`src/rtl/dcim_pkg.sv`:
```
// Shared DCIM readout constants and types, common to the multiplier array and the
// result accumulator.
package dcim_pkg;

  localparam int unsigned MULT_WIDTH = 32;
  localparam int unsigned ADDR_COUNT = 32;
  localparam int unsigned ADDR_WIDTH = 5;
  localparam int unsigned ACC_WIDTH  = MULT_WIDTH + ADDR_WIDTH;
  localparam int unsigned FIFO_DEPTH = 4;

  typedef enum logic [0:0] {
    S_IDLE,
    S_ACC
  } acc_state_e;

  typedef struct packed {
    logic [7:0]           frame;
    logic [ACC_WIDTH-1:0] sum;
  } result_t;

endpackage

```
`src/rtl/dcim_result_fifo.sv`:
```
// Synchronous result FIFO with a registered head output.
// A push into a full FIFO is accepted only when a pop happens in the same cycle.
module dcim_result_fifo #(
  parameter int unsigned WIDTH = 45,
  parameter int unsigned DEPTH = 4
) (
  input  logic             clk,
  input  logic             rst_n,
  input  logic             push,
  input  logic [WIDTH-1:0] din,
  output logic             full,
  input  logic             pop,
  output logic [WIDTH-1:0] dout,
  output logic             empty
);

  // DEPTH must be a power of two, at least 2, so the pointers wrap naturally.
  localparam int unsigned PtrW = $clog2(DEPTH);
  localparam int unsigned CntW = $clog2(DEPTH + 1);

  logic [WIDTH-1:0] mem_q [DEPTH];
  logic [PtrW-1:0]  wr_ptr_q, wr_ptr_d;
  logic [PtrW-1:0]  rd_ptr_q, rd_ptr_d;
  logic [CntW-1:0]  count_q, count_d;
  logic [WIDTH-1:0] dout_q, dout_d;
  logic             do_push, do_pop;

  assign full  = (count_q == CntW'(DEPTH));
  assign empty = (count_q == '0);
  assign dout  = dout_q;

  always_comb begin
    do_pop   = pop & ~empty;
    do_push  = push & (~full | do_pop);
    count_d  = count_q + CntW'(do_push) - CntW'(do_pop);
    wr_ptr_d = wr_ptr_q + PtrW'(do_push);
    rd_ptr_d = rd_ptr_q + PtrW'(do_pop);
    dout_d   = dout_q;
    // The next head is the entry being written when it lands in the head slot.
    if (count_d != '0) begin
      if (do_push && (wr_ptr_q == rd_ptr_d)) begin
        dout_d = din;
      end else begin
        dout_d = mem_q[rd_ptr_d];
      end
    end
  end

  always_ff @(posedge clk or negedge rst_n) begin
    if (!rst_n) begin
      wr_ptr_q <= '0;
      rd_ptr_q <= '0;
      count_q  <= '0;
      dout_q   <= '0;
    end else begin
      wr_ptr_q <= wr_ptr_d;
      rd_ptr_q <= rd_ptr_d;
      count_q  <= count_d;
      dout_q   <= dout_d;
    end
  end

  always_ff @(posedge clk) begin
    if (do_push) begin
      mem_q[wr_ptr_q] <= din;
    end
  end

endmodule

```
`src/rtl/dcim_result_accumulator.sv`:
```
// Sums each frame of ADDR_COUNT multiplier products into one dot-product result and
// buffers the results for a valid/ready consumer, counting results lost to a full buffer.
module dcim_result_accumulator
  import dcim_pkg::*;
#(
  parameter int unsigned MULT_WIDTH = dcim_pkg::MULT_WIDTH,
  parameter int unsigned ADDR_COUNT = dcim_pkg::ADDR_COUNT,
  parameter int unsigned ADDR_WIDTH = dcim_pkg::ADDR_WIDTH,
  parameter int unsigned ACC_WIDTH  = MULT_WIDTH + ADDR_WIDTH,
  parameter int unsigned FIFO_DEPTH = dcim_pkg::FIFO_DEPTH
) (
  input  logic                  clk,
  input  logic                  rst_n,
  input  logic                  in_valid,
  input  logic [MULT_WIDTH-1:0] in_data,
  input  logic                  clear,
  output logic                  out_valid,
  input  logic                  out_ready,
  output logic [ACC_WIDTH-1:0]  out_sum,
  output logic [7:0]            out_frame,
  output logic                  overflow,
  output logic [7:0]            drop_count
);

  // A one-beat frame still needs a one-bit counter that never leaves zero.
  localparam int unsigned   CntW     = (ADDR_WIDTH > 0) ? ADDR_WIDTH : 1;
  localparam logic [CntW-1:0] LastBeat = CntW'(ADDR_COUNT - 1);
  localparam int unsigned   ResW     = ACC_WIDTH + 8;

  acc_state_e           state_q, state_d;
  logic [CntW-1:0]      beat_cnt_q, beat_cnt_d;
  logic [ACC_WIDTH-1:0] acc_q, acc_d;
  logic [7:0]           frame_cnt_q, frame_cnt_d;
  logic                 overflow_q, overflow_d;
  logic [7:0]           drop_count_q, drop_count_d;

  logic [ACC_WIDTH-1:0] acc_base, frame_sum;
  logic                 last_beat, push, pop, drop;
  logic                 fifo_full, fifo_empty;
  logic [ResW-1:0]      fifo_din, fifo_dout;

  assign last_beat = (beat_cnt_q == LastBeat);
  assign frame_sum = acc_base + ACC_WIDTH'(in_data);
  assign pop       = ~fifo_empty & out_ready;
  assign drop      = push & fifo_full & ~pop;

  // FSM state register
  always_ff @(posedge clk or negedge rst_n) begin
    if (!rst_n) begin
      state_q <= S_IDLE;
    end else begin
      state_q <= state_d;
    end
  end

  // FSM next state
  always_comb begin
    state_d = state_q;
    if (clear) begin
      state_d = S_IDLE;
    end else if (in_valid) begin
      state_d = last_beat ? S_IDLE : S_ACC;
    end
  end

  // FSM outputs: a frame starts from zero in S_IDLE, and a clear swallows the beat.
  always_comb begin
    acc_base = acc_q;
    unique case (state_q)
      S_IDLE:  acc_base = '0;
      S_ACC:   acc_base = acc_q;
      default: acc_base = acc_q;
    endcase
    push = in_valid & ~clear & last_beat;
  end

  always_comb begin
    acc_d        = acc_q;
    beat_cnt_d   = beat_cnt_q;
    frame_cnt_d  = frame_cnt_q;
    overflow_d   = overflow_q;
    drop_count_d = drop_count_q;
    if (clear) begin
      acc_d        = '0;
      beat_cnt_d   = '0;
      frame_cnt_d  = '0;
      overflow_d   = 1'b0;
      drop_count_d = '0;
    end else if (in_valid) begin
      if (last_beat) begin
        acc_d       = '0;
        beat_cnt_d  = '0;
        // Dropped frames still consume a tag so the consumer sees the gap.
        frame_cnt_d = frame_cnt_q + 8'd1;
        if (drop) begin
          overflow_d = 1'b1;
          if (drop_count_q != 8'hFF) begin
            drop_count_d = drop_count_q + 8'd1;
          end
        end
      end else begin
        acc_d      = frame_sum;
        beat_cnt_d = beat_cnt_q + CntW'(1);
      end
    end
  end

  always_ff @(posedge clk or negedge rst_n) begin
    if (!rst_n) begin
      acc_q        <= '0;
      beat_cnt_q   <= '0;
      frame_cnt_q  <= '0;
      overflow_q   <= 1'b0;
      drop_count_q <= '0;
    end else begin
      acc_q        <= acc_d;
      beat_cnt_q   <= beat_cnt_d;
      frame_cnt_q  <= frame_cnt_d;
      overflow_q   <= overflow_d;
      drop_count_q <= drop_count_d;
    end
  end

  assign fifo_din = {frame_cnt_q, frame_sum};

  dcim_result_fifo #(
    .WIDTH(ResW),
    .DEPTH(FIFO_DEPTH)
  ) u_fifo (
    .clk  (clk),
    .rst_n(rst_n),
    .push (push),
    .din  (fifo_din),
    .full (fifo_full),
    .pop  (pop),
    .dout (fifo_dout),
    .empty(fifo_empty)
  );

  assign out_valid  = ~fifo_empty;
  assign out_sum    = fifo_dout[ACC_WIDTH-1:0];
  assign out_frame  = fifo_dout[ResW-1:ACC_WIDTH];
  assign overflow   = overflow_q;
  assign drop_count = drop_count_q;

endmodule

```
`config.mk`:
```
export PLATFORM = sky130hd
export DESIGN_NAME = dcim_result_accumulator
export DESIGN_NICKNAME = d
export VERILOG_FILES = /design/src/rtl/dcim_pkg.sv /design/src/rtl/dcim_result_fifo.sv /design/src/rtl/dcim_result_accumulator.sv
export SDC_FILE = /design/constraint.sdc
export NUM_CORES = 1
export LEC_CHECK = 0
export CORE_MARGIN = 5
export CORE_UTILIZATION = 57
export DETAILED_ROUTE_END_ITERATION = 7
export GPL_ROUTABILITY_DRIVEN = 0
export HOLD_SLACK_MARGIN = 0.08
export PLACE_DENSITY = 0.75
export REMOVE_ABC_BUFFERS = 1
export SYNTH_ARGS = -nofsm -noshare
export SYNTH_HDL_FRONTEND = slang
export SYNTH_HIERARCHICAL = 1
export SYNTH_SLANG_ARGS = --single-unit
```
`constraint.sdc`:
```
create_clock -name clk -period 6.7 [get_ports clk]
set_input_delay 0.67 -clock clk [delete_from_list [all_inputs] [get_ports clk]]
set_output_delay 0.67 -clock clk [all_outputs]
set_load 0.01 [all_outputs]
```
==> Word level (Yosys, flattened, before mapping) <==
Memory sizes are Yosys's and may differ from the RTL's. A register that Yosys moved wholly into a read port is not among the register bits.
Cells that the tools add are included.
{ "op_classes": {"add_sub_neg": 8, "n_eq_ne": 3, "muxes": 24, "n_bitwise": 13, "reduce_logical": 10} }
{ "ops": {"columns": ["cell", "n"], "rows": [
  ["$mux W37", 3],
  ["$pmux W37 S2", 1],
  ["$mux W8", 8],
  ["$add A37 B32 Y37", 1],
  ["$add A8 B1 Y8 const B", 2],
  ["$mux W5", 3],
  ["$mux W1", 9],
  ["$ne A8 B8 Y1 const B", 1],
  ["$reduce_bool A2 Y1", 4],
  ["$and A1 B1 Y1", 7],
  ["$add A5 B1 Y5 const B", 1],
  ["$eq A5 B5 Y1 const B", 1],
  ["$not A1 Y1", 5],
  ["$add A2 B1 Y2", 2],
  ["$reduce_and A4 Y1", 1],
  ["$add A3 B1 Y3", 1],
  ["$eq A3 B3 Y1 const B", 1],
  ["$logic_not A3 Y1", 1],
  ["$reduce_and A3 Y1", 1],
  ["$reduce_bool A3 Y1", 1],
  ["$sub A3 B1 Y3", 1],
  ["$reduce_and A2 Y1", 1],
  ["$logic_not A1 Y1", 1],
  ["$or A1 B1 Y1", 1]
]} }
{ "totals": {"reg_bits": 67, "mem_bits_rw": 180, "input_bits": 37, "out_inout_bits": 55, "elab_cells": 68, "mem_count": 1} }
{ "memory_table": {"columns": ["memory", "words", "word_bits", "rd", "rd_ports_with_merged_regs", "write_ports", "line_no", "source"], "rows": [
  ["u_fifo.mem_q", 4, 45, 1, 1, 1, "dcim_result_fifo.sv:21", "logic [WIDTH-1:0] mem_q [DEPTH];"]
]} }

==> Logic depth before layout (Yosys ltp) <==
Gate-level depths: netlist of the first run.
{ "depth": {"ltp_word": 9, "ltp_mapped": 16, "mapped_depth_nobuf": 14} }

==> Modules after synthesis <==
Netlist of the first run, hierarchy kept.
{ "by_module_without_submodules": {"columns": ["mod", "instances", "cells_per_inst", "area_each_um2", "seq_area_each_um2"], "rows": [
  ["dcim_result_fifo", 1, 512, 8936.1, 6706.4],
  ["dcim_result_accumulator", 1, 527, 4518.1, 1501.4]
]} }

==> Least setup slack after synthesis of the first run <==
OpenSTA, ideal clock, no wires.
{ "synth_timing": {"kind": "input-to-reg", "startpoint": "input port clear", "endpoint": "memory u_fifo.mem_q[1][0] (enable)", "arrival_ns": 4.677, "t_required_ns": 6.187, "slack_ns": 1.510, "stages": 5, "path_cell_list": "clkbuf_1 > clkbuf_1 > nor2_1 > nand2_1 > nor3b_1"} }
{ "synth_between": {"elab_chain_len": 6} }
{ "synth_rtl": {"columns": ["element", "line_no", "source"], "rows": [
  ["start: declaration", "dcim_result_accumulator.sv:16", "input logic clear,"],
  ["$not A1 Y1", "dcim_result_accumulator.sv:74", "push = in_valid & ~clear & last_beat;"],
  ["$and A1 B1 Y1 (2 in a row)", "dcim_result_accumulator.sv:74", null],
  ["named net push", "dcim_result_accumulator.sv:38", "logic last_beat, push, pop, drop;"],
  ["$and A1 B1 Y1", "dcim_result_fifo.sv:34", "do_push = push & (~full | do_pop);"],
  ["$mux W1", "dcim_result_fifo.sv:64", "if (do_push) begin"],
  ["$mux W1 (not written as such)", "dcim_result_fifo.sv:65", "mem_q[wr_ptr_q] <= din;"],
  ["end: declaration", "dcim_result_fifo.sv:21", null]
]} }
The timed path passes the listed nets, and every way through them passes these cells.

==> out/qor.yml, run 1 <==
r2r_start: "state_q"
clock.fmax_mhz: 237.0
cts_setup_buffers: 0
final_layout_size_suffix_gt1_share_pct: 10.75
place_area_um2: 14670
synthAdderAreaFrac_pct: 3.924
regArea_um2: 8208
cts_root_buf: "clkbuf_16"
critical_path_arrival_ns: 4.69
skew_ns: 0.01338
dieArea_um2: 26780
yosys-top-cells-area: "edfxtp_1 40%, dfrtp_1 21%, mux4_2 7.5%, a21oi_1 4.8%, ha_1 3.6%"
synth-seq-cells: 292
r2r_end: "u_fifo/dout[36]"
worst_setup_path_end_kind: "flip-flop"
max_stage_delay_ns: 0.80
core_area_um2: 23330
die_x_um: 163.6
drc: 0
layout.nets: 1200
drt_wl_total_mm: 29.94
synth_compound_area_share_pct: 11.22
grt_pass1_vias: 8840
fp.dieH_um: 163.6
cp_num_cells: 14
yosysTopAreaCell: "edfxtp_1"
grt_util_all_layers_pct: 22.95
grt_max_degree: 66
crit_path_top_delay_cell: "dfrtp_1"
dr.pass1.iters: 5
slew_headroom_pct: 34.29
ant_nets: 0
synth-async-reset-ratio_pct: 38.36
rr_worst_depth: 14
grt_antenna_before_repair: 0
grt_overflow_total: 0
start_util_pct: 57.66
cts_max_level: 1
portBuffers: 91
crit_family: "compound AO/OA/AOI/OAI gates"
synth_top_area_share_pct: 40.17
critPathRequiredTime_ns: 7.17
min_path_type: "primary input to asynchronous set/reset pin"
via_count: 8755
cts_tree: "done"
setup_viol: 0
synth_edf_count: 180
slew_violations: 0
synth_top_family_by_area: "compound AO/OA/AOI/OAI gates"
cp_max_fo: 22
status: "finished, final reports clean"
path_buf_inv: 1
max-cap-violations: 0
cts_resized: 0
power.leakage_nw: 6.141
critPathKind: "flip-flop to flip-flop"
fin_crit_ns: 4.220
cts_buffers: 29
dp_hpwl_mm: 18.23
cts_sinks: 292
dp_slack_ns: 2.358
crit_chain: "and2_1 -> ha_1 -> inv_1 -> fa_1 -> nor2b_1 -> o31a_1 -> o211ai_1 -> a31oi_1 -> and3_1 -> a21oi_1 -> or2_2 -> xor2_1 -> a21oi_1 -> a21oi_1"
multi_input_comb_area_um2: 4970
wire_per_inst_um: 20.46
p_per_area_nw_per_um2: 383.9
yosys.area_share.simple_pct: 9.904
vdd_drop_max_mv: 0.3476
hold_viol: 0
synth_flop_cell: "edfxtp_1"
synth-xor-area-share_pct: 3.711
pin_count: 92
path_common_cell: "a21oi_1"
synth_cells: 1039
start_kind: "flip-flop"
antenna_cells: 0
rows: 56
synthDistinctLibCells: 58
fillers: 1659
fin_util_pct: 67.06
drtIter0Drc: 605
netlist_area_um2: 13450
avgSynthCellArea_um2: 12.95
rsz0062_at_grt: "no"
viasPerCell: 5.984
syn2layout_area_growth_pct: 16.30
grt_pass1_wl_mm: 48.51
ys_warn_count: 6
worstMarginPinSlew_ns: 0.9857
rrSetupSlack_ns: 2.48
synth.most_common_cell: "edfxtp_1"
fin_ws_ns: 2.480
clkTransAtPathRegs_ns: 0.06
insertion_delay_ns: 0.55
final_area_um2: 15650
clockBufferDepth: 3
fin_crit_sh_pct: 62.98
synthMuxAreaShare_pct: 7.756
tns_ns: 0
synth_common_cells: "180 x edfxtp_1, 130 x a21oi_1, 112 x dfrtp_1"
synth_seq_area_share_pct: 61.01
cts_hold_buf: 0
==> worst reg2reg max path, stage by stage, from the launching register on <==
cell      delay, ns
dfrtp_1        0.80
and2_1         0.23
ha_1           0.20
inv_1          0.07
fa_1           0.42
nor2b_1        0.16
o31a_1         0.22
o211ai_1       0.19
a31oi_1        0.41
and3_1         0.29
a21oi_1        0.21
or2_2          0.36
xor2_1         0.31
a21oi_1        0.12
a21oi_1        0.16
==> final cells by class <==
cell class                 instances  area share (%)
sequential                       292           52.45
multi-input combinational        675           31.76
timing repair buffer             106           6.525
clock buffer                      37           5.022
tap                              319           2.551
clock inverter                    16           1.255
inverter                          18          0.4318
==> cell families (layout without fill, tap and decap cells) <==
| logic type | after synthesis | in the layout |
|---|---|---|
| xor gates and xnor gates | 53 | 53 |
| and+or+nand+nor | 287 | 287 |
| DFF | 292 | 292 |
| adders and majority gates | 41 | 41 |
| muxes | 48 | 48 |
| AOI/OAI and AO/OA | 246 | 246 |
| buffers and inverters | 72 | 177 |
==> how the worst max path moves through the flow <==
| stage | startpoint | endpoint | slack [ns] |
|---|---|---|---|
| global placement | in_data[0] | u_fifo/dout[36] | 2.50 |
| finish | state_q | u_fifo/dout[36] | 2.48 |
| CTS | state_q | u_fifo/dout[36] | 2.52 |
| detailed placement | out_ready | u_fifo/dout[28] | 2.36 |
| global route | state_q | u_fifo/dout[36] | 2.19 |
| floorplan | beat_cnt_q[0] | u_fifo/mem_q[1][0] | 1.62 |
==> power by group <==
group | leakage, nW | internal [mW] | switching (mW)
combinational | 2.54 | 0.993 | 1.13
clock | 0.474 | 0.985 | 0.678
sequential | 3.12 | 2.12 | 0.109
total | 6.14 | 4.09 | 1.91
==> cell usage in the layout (no fill, tap or decap), types with 4 or more instances in the layout <==
master | netlist | final
clkbuf_1 | 29 | 5
a21oi_1 | 130 | 130
xnor2_1 | 27 | 27
nor2_1 | 95 | 92
clkdlybuf4s50_1 | 0 | 90
nand3_1 | 6 | 6
nor2b_1 | 4 | 4
buf_4 | 0 | 16
nand4_1 | 14 | 14
bufinv_16 | 0 | 4
clkbuf_16 | 0 | 29
and3_1 | 10 | 9
mux4_2 | 45 | 45
a31oi_1 | 6 | 6
xor2_1 | 23 | 23
clkinv_2 | 0 | 4
o21ai_0 | 32 | 32
or2_2 | 5 | 5
o21bai_1 | 5 | 5
edfxtp_1 | 180 | 180
inv_1 | 18 | 18
a21o_1 | 5 | 5
a22o_1 | 31 | 31
nand2_1 | 101 | 101
o21a_1 | 5 | 5
dfrtp_1 | 112 | 112
a211o_1 | 4 | 4
ha_1 | 39 | 38
and2_1 | 35 | 35
==> sequential cells by signal, summed over array words and instances, names as in the netlist <==
name	count
acc_q	37
beat_cnt_q	5
drop_count	8
frame_cnt_q	8
overflow	1
state_q	1
u_fifo/count_q	3
u_fifo/dout	45
u_fifo/mem_q	180
u_fifo/rd_ptr_q	2
u_fifo/wr_ptr_q	2
==> per-stage QoR <==
| stage | hold WS, ns | total power, mW | instances |
|---|---|---|---|
| floorplan | 0.3744 | 3.668 | 985 |
| global placement | 0.4677 | 4.316 | 1410 |
| detailed placement | 0.4759 | 4.384 | 1410 |
| CTS | 0.1748 | 6.065 | 1463 |
| global route | 0.1972 | 6.350 | 1463 |
| finish | 0.1615 | 6.007 | 1463 |
==> routing by layer <==
layer  part of all wire [%]  wire (um)  global-route usage (%)  up-vias
met5                      0          0                       0        -
met4                    2.2        671                   5.681        0
met3                    5.4       1614                   3.205       49
met2                     50      14950                   38.91      262
met1                     42      12700                   31.80     4430
li1                       -          -                       -     4014
No activity file was read; power rests on OpenSTA's default activity.
==> inputs of run 2 (changes only) <==
Settings changed: CORE_UTILIZATION 57 to 53, PLACE_DENSITY 0.75 to 0.74.
Clock period 6.7 ns to 3.8 ns, I/O delays scaled along.
==> out/qor.yml, run 2 (same netlist as run 1, synthesis figures left out) <==
ant_nets: 0  # unchanged
grt_pass1_wl_mm: 48.46  # -0.11%
via_count: 8722  # -0.38%
worst_setup_path_end_kind: "flip-flop"
multi_input_comb_area_um2: 4971  # about the same
portBuffers: 91  # unchanged
vdd_drop_max_mv: 0.6878  # +98%
dp_slack_ns: 0.1032  # -2.255 ns
start_kind: "flip-flop"
wire_per_inst_um: 20.18  # -1.4%
placed_cells: 1435  # +1.8%
cts_setup_buffers: 0  # unchanged
fin_crit_sh_pct: 93.51  # +31 points
cts_tree: "done"
max_stage_delay_ns: 0.49  # -0.31 ns
critPathRequiredTime_ns: 4.28  # -2.89 ns
path_buf_inv: 1  # unchanged
hold_ws_ns: 0.4879  # +0.3264 ns
largest_register: "u_fifo/mem_q"
power.leakage_nw: 6.255  # +1.9%
pin_count: 92  # unchanged
grt_max_degree: 67  # +1.5%
fin_cells: 1491  # +1.9%
fillers: 1873  # +13%
start_util_pct: 53.58  # -4.1 points
clock.fmax_mhz: 281.4  # +19%
layout.nets: 1216  # +1.3%
rsz0062_at_grt: "no"
crit_path_top_delay_cell: "dfrtp_2"
fin_crit_ns: 3.553  # -0.6662 ns
min_path_type: "flip-flop to flip-flop"
cts_sinks: 292  # unchanged
crit_family: "compound AO/OA/AOI/OAI gates"
fp.dieH_um: 169.3  # +3.5%
final_common_cell: "edfxtp_1"
dieArea_um2: 28670  # +7.1%
critical_path_arrival_ns: 4.04  # -0.65 ns
setup_viol: 0  # unchanged
grt_antenna_before_repair: 0  # unchanged
dp_hpwl_mm: 18.79  # +3.0%
final_layout_size_suffix_gt1_share_pct: 12.23  # +1.5 points
worstMarginPinSlew_ns: 0.9603  # -0.02542 ns
cts_max_level: 1  # unchanged
core_area_um2: 25110  # +7.6%
seqPwrFrac_pct: 36.6  # -0.4 points
clkTransAtPathRegs_ns: 0.06  # about the same
grt_overflow_total: 0  # unchanged
die_x_um: 169.3  # +3.5%
largest_reg_flops: 180  # unchanged
cts_root_buf: "clkbuf_16"
drc: 0  # unchanged
mostFrequentLayoutCells: "180 x edfxtp_1, 129 x a21oi_1, 111 x dfrtp_1"
status: "finished, final reports clean"
insertion_delay_ns: 0.56  # about the same
drt_wl_total_mm: 30.09  # +0.50%
grt_util_all_layers_pct: 21.17  # -1.8 points
hold_viol: 0  # unchanged
critPathKind: "flip-flop to flip-flop"
cts_buffers: 30  # +3.4%
fin_ws_ns: 0.2467  # -2.234 ns
skew_ns: 0.02289  # +0.009509 ns
p_switching_mw: 3.388  # +77%
max-cap-violations: 0  # unchanged
drtIter0Drc: 511  # -16%
p_per_area_nw_per_um2: 677.3  # +76%
slew_violations: 0  # unchanged
antenna_cells: 0  # unchanged
slew_headroom_pct: 35.98  # +1.7 points
switching_share_pct: 31.53  # -0.32 points
rows: 58  # +3.6%
clkPwrFrac_pct: 27.6  # about the same
pwr-share-comb_pct: 35.8  # +0.5 points
dr.pass1.iters: 5  # unchanged
regArea_um2: 8209  # about the same
syn2layout_area_growth_pct: 17.91
power.internal_mw: 7.356  # +80%
cp_max_fo: 10  # -55%
crit_chain: "buf_4 -> and2_1 -> ha_1 -> and4_1 -> and2_1 -> a211o_1 -> a41o_1 -> nor3b_1 -> a221o_1 -> a21boi_1 -> xnor2_1 -> a21oi_1 -> a21oi_1"
viasPerCell: 5.850  # -2.2%
clockBufferDepth: 3  # unchanged
grt_pass1_vias: 8859  # +0.21%
-- run 2: cell count changes in the layout (fill, tap and decap cells not counted), moves of 2 or more --
cell,delta
clkbuf_16,+2
clkinv_1,-2
clkbuf_1,+3
inv_6,-2
buf_4,+9
buf_12,+5
clkinv_2,+2
-- run 2: power groups by stage --
stage	sequential, mW	clock (mW)	combinational [mW]
floorplan	4.04	0	2.42
global placement	3.99	0	3.74
detailed placement	3.99	0	3.87
CTS	3.94	3.02	3.90
global route	3.98	3.16	4.22
finish	3.93	2.96	3.85
-- run 2: path summary, 6_finish.rpt --
kind	from	end	slack, ns	cells past startpoint
max in group asynchronous	rst_n	u_fifo/dout[22]	2.33	3
setup / recovery	state_q	u_fifo/dout[29]	0.25	13
hold reg to reg	acc_q[1]	acc_q[1]	0.49	2
min in group asynchronous	rst_n	u_fifo/dout[42]	0.52	2
hold / removal	acc_q[1]	acc_q[1]	0.49	2
setup reg to reg	state_q	u_fifo/dout[29]	0.25	13
-- run 2: tightest hold or removal path, cell delays in order, from the launching register on --
cell and delay (ns):
dfrtp_1 0.34, nand2_1 0.05, o21ai_0 0.06
-- run 2: routing by layer --
layer	part of all wire (%)	GRT usage [%]	wire, um	vias to the layer above
met5	0	0	0	-
met4	2.1	4.795	635	0
met3	5.1	2.982	1536	46
met2	50	35.98	15140	233
met1	42	29.43	12780	4375
li1	-	-	-	4068
-- run 2: repair_timing --
item	in CTS	in global routing
resized for setup	0	3
setup endpoints to repair	0	9
hold buffers	1	0
endpoints found under the hold margin	64	0
-- run 2: final cells by class --
class                   instances  share of cell area (%)
clock buffers                  43                   5.426
inverters                      18                  0.4259
clock inverters                12                  0.9070
well taps                     330                   2.603
flip-flops and latches        292                   51.75
multi-input cells             675                   31.34
repair buffers                121                   7.556
-- run 2: through the flow --
| step | setup TNS (ns) | power, mW | utilization [%] | instance area (um^2) |
|---|---|---|---|---|
| 2_1_floorplan | -124.14 | 6.467 | - | 13190 |
| 3_3_place_gp | 0 | 7.731 | 59.10 | 14840 |
| 3_5_place_dp | 0 | 7.868 | 59.10 | 14840 |
| 4_1_cts | 0 | 10.86 | 63.14 | 15850 |
| 5_1_grt | 0 | 11.35 | 63.18 | 15860 |
| 6_report | 0 | 10.74 | 63.18 | 15860 |
